==> config.mk <==
export PLATFORM = sky130hd
export DESIGN_NAME = vid_timing_monitor
export DESIGN_NICKNAME = d
export VERILOG_FILES = /design/src/rtl/vid_timing_monitor.sv
export SDC_FILE = /design/constraint.sdc
export NUM_CORES = 1
export LEC_CHECK = 0
export CORE_MARGIN = 8
export CORE_UTILIZATION = 55
export CTS_BUF_LIST = sky130_fd_sc_hd__clkbuf_8
export DETAILED_ROUTE_END_ITERATION = 8
export PLACE_DENSITY_LB_ADDON = 0.12
export REMOVE_ABC_BUFFERS = 1
export SLEW_MARGIN = 20
export SYNTH_ARGS = -nofsm -noshare
export SYNTH_HDL_FRONTEND = slang
export SYNTH_SLANG_ARGS = --single-unit
==> constraint.sdc <==
create_clock -name clk_i -period 4.3 [get_ports clk_i]
set_input_delay 0.86 -clock clk_i [delete_from_list [all_inputs] [get_ports clk_i]]
set_output_delay 0.86 -clock clk_i [all_outputs]
set_load 0.005 [all_outputs]
==> src/rtl/vid_timing_monitor.sv <==
// Video timing monitor: checks hsync/vsync cadence against expected timing,
// locks on clean frames and reports an active-pixel checksum per good frame.
module vid_timing_monitor #(
  parameter int unsigned ColorWidth    = 8,
  parameter int unsigned CntWidth      = 12,
  parameter int unsigned HSyncLen      = 96,
  parameter int unsigned HBackPorch    = 48,
  parameter int unsigned HActive       = 640,
  parameter int unsigned HFrontPorch   = 16,
  parameter int unsigned VSyncLen      = 2,
  parameter int unsigned VBackPorch    = 33,
  parameter int unsigned VActive       = 480,
  parameter int unsigned VFrontPorch   = 10,
  parameter bit          SyncActiveLow = 1'b1
) (
  input  logic                  clk_i,
  input  logic                  rst_ni,
  input  logic                  en_i,
  input  logic                  clr_i,
  input  logic                  hsync_i,
  input  logic                  vsync_i,
  input  logic [ColorWidth-1:0] red_i,
  input  logic [ColorWidth-1:0] green_i,
  input  logic [ColorWidth-1:0] blue_i,
  output logic                  locked_o,
  output logic                  frame_done_o,
  output logic [31:0]           frame_sum_o,
  output logic [15:0]           frame_cnt_o,
  output logic                  err_h_o,
  output logic                  err_v_o
);

  localparam int unsigned HTotal    = HSyncLen + HBackPorch + HActive + HFrontPorch;
  localparam int unsigned VTotal    = VSyncLen + VBackPorch + VActive + VFrontPorch;
  localparam int unsigned HActStart = HSyncLen + HBackPorch;
  localparam int unsigned HActEnd   = HActStart + HActive;
  localparam int unsigned VActStart = VSyncLen + VBackPorch;
  localparam int unsigned VActEnd   = VActStart + VActive;
  localparam int unsigned PixWidth  = 3 * ColorWidth;

  localparam logic [CntWidth-1:0] HTotM1  = CntWidth'(HTotal - 1);
  localparam logic [CntWidth-1:0] VTotM1  = CntWidth'(VTotal - 1);
  localparam logic [CntWidth-1:0] HSyncC  = CntWidth'(HSyncLen);
  localparam logic [CntWidth-1:0] VSyncC  = CntWidth'(VSyncLen);
  localparam logic [CntWidth-1:0] HActS   = CntWidth'(HActStart);
  localparam logic [CntWidth-1:0] HActE   = CntWidth'(HActEnd);
  localparam logic [CntWidth-1:0] VActS   = CntWidth'(VActStart);
  localparam logic [CntWidth-1:0] VActE   = CntWidth'(VActEnd);
  localparam logic [CntWidth-1:0] CntMax  = '1;

  typedef enum logic [1:0] {
    ST_IDLE,
    ST_SEEK,
    ST_MEASURE,
    ST_LOCKED
  } state_e;

  state_e                r_state, w_state_nxt;
  logic                  r_hs, r_vs, r_hs_d, r_vs_smp;
  logic [PixWidth-1:0]   r_pix;
  logic [CntWidth-1:0]   r_hcnt, r_lcnt, w_hcnt, w_lcnt;
  logic [31:0]           r_acc, r_sum_pend, w_pix32;
  logic                  r_frm_err, w_frm_err_nxt, r_done_pend;
  logic                  r_locked, r_done, r_err_h, r_err_v;
  logic [31:0]           r_sum;
  logic [15:0]           r_cnt;
  logic                  w_hs_rise, w_hs_fall, w_fs, w_vs_end, w_checking;
  logic                  w_err_h, w_err_v, w_err, w_active, w_frame_ok, w_emit;

  always_ff @(posedge clk_i or negedge rst_ni) begin
    if (!rst_ni) begin
      r_hs   <= 1'b0;
      r_vs   <= 1'b0;
      r_hs_d <= 1'b0;
      r_pix  <= '0;
    end else begin
      r_hs   <= SyncActiveLow ? ~hsync_i : hsync_i;
      r_vs   <= SyncActiveLow ? ~vsync_i : vsync_i;
      r_hs_d <= r_hs;
      r_pix  <= {red_i, green_i, blue_i};
    end
  end

  // Counts are computed combinationally so w_hcnt/w_lcnt line up with the
  // registered sync/pixel stage; r_hcnt/r_lcnt hold the previous cycle's value.
  assign w_hs_rise = r_hs & ~r_hs_d;
  assign w_hs_fall = ~r_hs & r_hs_d;
  assign w_fs      = w_hs_rise & r_vs & ~r_vs_smp;
  assign w_vs_end  = w_hs_rise & ~r_vs & r_vs_smp;
  assign w_hcnt    = w_hs_rise ? '0 : ((r_hcnt == CntMax) ? r_hcnt : r_hcnt + 1'b1);

  always_comb begin
    w_lcnt = r_lcnt;
    if (w_fs) begin
      w_lcnt = '0;
    end else if (w_hs_rise && (r_lcnt != CntMax)) begin
      w_lcnt = r_lcnt + 1'b1;
    end
  end

  assign w_checking = (r_state == ST_MEASURE) || (r_state == ST_LOCKED);
  assign w_err_h    = w_checking & ((w_hs_rise & (r_hcnt != HTotM1)) |
                                    (w_hs_fall & (w_hcnt != HSyncC)));
  assign w_err_v    = w_checking & ((w_fs & (r_lcnt != VTotM1)) |
                                    (w_vs_end & (w_lcnt != VSyncC)));
  assign w_err      = w_err_h | w_err_v;
  assign w_active   = (w_hcnt >= HActS) && (w_hcnt < HActE) &&
                      (w_lcnt >= VActS) && (w_lcnt < VActE);
  assign w_pix32    = 32'(r_pix);
  assign w_frame_ok = w_fs & w_checking & ~r_frm_err & ~w_err;
  assign w_emit     = r_done_pend & en_i;

  always_comb begin
    w_state_nxt = r_state;
    unique case (r_state)
      ST_IDLE:    if (en_i) w_state_nxt = ST_SEEK;
      ST_SEEK:    if (w_fs) w_state_nxt = ST_MEASURE;
      ST_MEASURE: if (w_frame_ok) w_state_nxt = ST_LOCKED;
      ST_LOCKED:  if (w_err) w_state_nxt = ST_MEASURE;
      default:    w_state_nxt = ST_IDLE;
    endcase
    if (!en_i) w_state_nxt = ST_IDLE;
  end

  always_comb begin
    w_frm_err_nxt = r_frm_err;
    if (w_fs) begin
      w_frm_err_nxt = 1'b0;
    end else if (w_err) begin
      w_frm_err_nxt = 1'b1;
    end
  end

  always_ff @(posedge clk_i or negedge rst_ni) begin
    if (!rst_ni) begin
      r_state <= ST_IDLE;
    end else begin
      r_state <= w_state_nxt;
    end
  end

  always_ff @(posedge clk_i or negedge rst_ni) begin
    if (!rst_ni) begin
      r_hcnt      <= '0;
      r_lcnt      <= '0;
      r_vs_smp    <= 1'b0;
      r_acc       <= '0;
      r_frm_err   <= 1'b0;
      r_done_pend <= 1'b0;
      r_sum_pend  <= '0;
    end else if (!en_i) begin
      r_hcnt      <= '0;
      r_lcnt      <= '0;
      r_vs_smp    <= 1'b0;
      r_acc       <= '0;
      r_frm_err   <= 1'b0;
      r_done_pend <= 1'b0;
    end else begin
      r_hcnt      <= w_hcnt;
      r_lcnt      <= w_lcnt;
      r_frm_err   <= w_frm_err_nxt;
      r_done_pend <= w_frame_ok;
      if (w_hs_rise) r_vs_smp <= r_vs;
      if (w_frame_ok) r_sum_pend <= r_acc;
      if (w_fs) begin
        r_acc <= w_active ? w_pix32 : '0;
      end else if (w_active) begin
        r_acc <= r_acc + w_pix32;
      end
    end
  end

  always_ff @(posedge clk_i or negedge rst_ni) begin
    if (!rst_ni) begin
      r_locked <= 1'b0;
      r_done   <= 1'b0;
      r_sum    <= '0;
      r_cnt    <= '0;
      r_err_h  <= 1'b0;
      r_err_v  <= 1'b0;
    end else begin
      r_locked <= (w_state_nxt == ST_LOCKED);
      r_done   <= w_emit;
      if (w_emit) r_sum <= r_sum_pend;
      if (clr_i) begin
        r_cnt <= '0;
      end else if (w_emit) begin
        r_cnt <= r_cnt + 16'd1;
      end
      r_err_h <= w_err_h | (r_err_h & ~clr_i);
      r_err_v <= w_err_v | (r_err_v & ~clr_i);
    end
  end

  assign locked_o     = r_locked;
  assign frame_done_o = r_done;
  assign frame_sum_o  = r_sum;
  assign frame_cnt_o  = r_cnt;
  assign err_h_o      = r_err_h;
  assign err_v_o      = r_err_v;

endmodule

==> results of run 1 <==
-- how the worst max path moves through the flow --
stage	endpoint	cells after the start	from
final	r_sum_pend[14]	10	r_lcnt[0]
after global routing	r_sum_pend[6]	10	r_lcnt[0]
after CTS	r_acc[5]	10	r_lcnt[0]
after detailed placement	r_acc[5]	10	r_lcnt[0]
after global placement	r_acc[5]	10	r_lcnt[0]
after floorplan	r_sum_pend[0]	9	r_lcnt[0]
-- cell families (layout without fill, tap and decap cells) --
family / after synthesis / in the layout / synth area share (%)
xor+xnor: 41 / 41 / 4.166
buf+inv: 56 / 138 / 2.961
mux: 57 / 57 / 7.113
flops: 172 / 172 / 49.93
simple gates: 356 / 356 / 20.13
fa+ha+maj: 29 / 29 / 4.297
compound gates: 144 / 144 / 11.40
-- final cells by class --
| cell class | count | share of cell area (%) |
|---|---|---|
| Clock buffer | 17 | 2.338 |
| Multi-Input combinational cell | 627 | 40.65 |
| Tap cell | 211 | 2.638 |
| Timing Repair Buffer | 89 | 8.841 |
| Sequential cell | 172 | 43.02 |
| Clock inverter | 15 | 1.876 |
| Inverter | 17 | 0.6377 |
-- registers in the layout (all words and copies together), names as in the netlist --
signal        count
err_h_o           1
err_v_o           1
frame_cnt_o      16
frame_done_o      1
frame_sum_o      32
locked_o          1
r_acc            32
r_done_pend       1
r_frm_err         1
r_hcnt           12
r_hs              1
r_hs_d            1
r_lcnt           12
r_pix            24
r_state           2
r_sum_pend       32
r_vs              1
r_vs_smp          1
-- layer usage --
layer	track usage, %	part of all wire, %	vias up
met5	0	0	-
met4	7.070	1.7	0
met3	3.916	6.0	35
met2	31.16	47	225
met1	25.89	46	3295
li1	-	-	3179
-- metrics by stage --
stage	util [%]	hold slack, ns	std cells
6_report	65.58	0.3461	1148
5_1_grt	65.58	0.3741	1148
4_1_cts	65.53	0.3445	1148
3_5_place_dp	62.76	0.4543	1116
3_3_place_gp	62.76	0.4489	1116
2_1_floorplan	-	0.4315	816
-- report_power, final --
| part | leakage [uW] | internal (uW) | switching (uW) |
|---|---|---|---|
| Sequential | 0.00234 | 1630 | 15.8 |
| Combinational | 0.00224 | 59.6 | 92.5 |
| Clock | 0.000206 | 583 | 625 |
-- worst max-delay path, cell delays in order, from the launching register on --
cell and delay (ns):
dfrtp_1 0.54, ha_1 0.36, nand3b_1 0.23, nor3_1 0.28
mux2_2 0.38, nor4_1 0.41, a31oi_1 0.19, or2_4 0.33
nor3_4 0.17, buf_4 0.43, mux2_2 0.40
-- cells in the mapped netlist, types with 4 or more instances --
cell	count	area share, %
a21boi_0	4	0.35
nand2b_1	4	0.29
mux2_2	28	3.7
a211oi_1	5	0.44
nor3_1	18	1.0
o21ai_0	15	0.87
o211ai_1	6	0.52
nor4_1	5	0.36
or3_1	8	0.58
nand2_1	142	6.2
ha_1	28	4.1
nor2_1	71	3.1
o21a_1	6	0.52
o211a_1	4	0.46
nand3_1	23	1.3
nor2b_1	4	0.29
and4_1	10	1.0
buf_1	4	0.17
inv_1	17	0.74
o31ai_1	5	0.44
mux2i_1	23	2.7
o2111ai_1	4	0.41
a21oi_1	46	2.7
a21o_1	7	0.61
and3_1	17	1.2
and2_1	11	0.80
nand4_1	21	1.5
buf_4	4	0.35
buf_2	5	0.29
xor2_1	20	2.0
a31oi_1	11	0.80
clkbuf_1	22	0.96
xnor2_1	21	2.1
mux2_1	6	0.78
dfrtp_1	172	50
a2111oi_0	4	0.41
-- what timing repair did --
item,in CTS,in global routing
setup buffers,0,0
endpoints found under the setup margin,0,1
gates resized for setup,0,1
==> impl_metrics.env, run 1 <==
export IMPL_synth_distinct_cells=69
export IMPL_p_total_uw=3009
export IMPL_htree_levels=4
export IMPL_vias=6734
export IMPL_grt_pass1_vias=6551
export IMPL_cts_hold_buffers=0
export IMPL_r2r_slack_ns=0.47
export IMPL_wl_mm=19.13
export IMPL_cts_buffer_depth=2
export IMPL_numCtsBuffers=17
export IMPL_yosysWarnings=0
export IMPL_wire_per_inst_um=16.66
export IMPL_clock_latency_ns=0.46
export IMPL_area_delta_synth_final_pct=16.08
export IMPL_multi_input_area_um2=4068
export IMPL_synth_seq_cells=172
export IMPL_drc=0
export IMPL_vias_per_cell=5.866
export IMPL_cts_root_buf="clkbuf_8"
export IMPL_tns_ns=0
export IMPL_fin_crit_ns=3.825
export IMPL_drive_gt1_share_pct=8.965
export IMPL_final_max_slew_viol_count=0
export IMPL_post_route_period_util_pct=88.96
export IMPL_hp_class="primary input to asynchronous set/reset pin"
export IMPL_dr_pass1_iters=5
export IMPL_synth_seq_area_share_pct=49.93
export IMPL_end_kind="register"
export IMPL_cts_reportedPaths_clkPinSlew_ns=0.10
export IMPL_syn_area_um2=8620
export IMPL_placed_cell_area_um2=9577
export IMPL_routabilityCongestion=0.9414
export IMPL_grt_max_degree=120
export IMPL_synth_edff_count=0
export IMPL_fin_skew_ns=0.01015
export IMPL_seqCellArea_um2=4304
export IMPL_leakage_uw=0.004786
export IMPL_start_kind="register"
export IMPL_grt_pass1_wl_mm=31.97
export IMPL_pwr_density_cell_nw_per_um2=300.8
export IMPL_layout_commonest_cell="dfrtp_1"
export IMPL_relSlewSlack_pct=43.99
export IMPL_ant_nets=0
export IMPL_crit_path_max_fanout=33
export IMPL_worst_ep_arrival_time_ns=4.17
export IMPL_async_flop_share_pct=100.0
export IMPL_overflow=0
export IMPL_grtUsageTotal_pct=19.51
export IMPL_rsz0062_at_grt="no"
export IMPL_drtIter0Drc=659
export IMPL_critical_path_class="register to register"
export IMPL_drv_cap=0
export IMPL_placementRows=45
export IMPL_r2r_cells=10
export IMPL_synthFlopType="dfrtp_1"
export IMPL_irDropWorstVdd_mv=0.2277
export IMPL_status="complete, no violations"
export IMPL_r2r_start="r_lcnt[0]"
export IMPL_antenna_found_initial=0
export IMPL_setup_violations=0
export IMPL_final_nets=983
export IMPL_die_height_um=141.2
export IMPL_n_antenna_cell=0
export IMPL_port_buffers=81
export IMPL_initial_utilization_pct=56.49
export IMPL_die_w_um=141.2
export IMPL_core_area_um2=15260
export IMPL_tightest_slew_ns=0.8330
export IMPL_reg2reg_to="r_sum_pend[14]"
export IMPL_cts_tree="built"
export IMPL_crit_required_ns=4.65
export IMPL_dieArea_um2=19930
export IMPL_max_freq_mhz=261.4
export IMPL_finish_instance_area_um2=10010
export IMPL_final_cell_mix="dfrtp_1, nand2_1, clkdlybuf4s50_1"
export IMPL_synth_avg_cell_area_um2=10.08
export IMPL_layout_setup_ws_ns=0.4745
export IMPL_clock_sinks=172
export IMPL_fillers=1176
export IMPL_synthCells=855
export IMPL_pin_count=82
export IMPL_post_place_ws_ns=0.4053
export IMPL_hpwl_mm=13.34
export IMPL_hold_viol=0
Note: power is estimated with default switching activity, not from simulation.
==> inputs of run 2 (changes only) <==
- TNS_END_PERCENT: not set -> 20
==> results of run 2 <==
The final DEF is identical to that of run 1; final timing and power are the same.
==> inputs of run 3 (changes only) <==
- SKIP_CTS_REPAIR_TIMING: not set -> 1
==> results of run 3 <==
The final DEF is identical to that of run 1; final timing and power are the same.
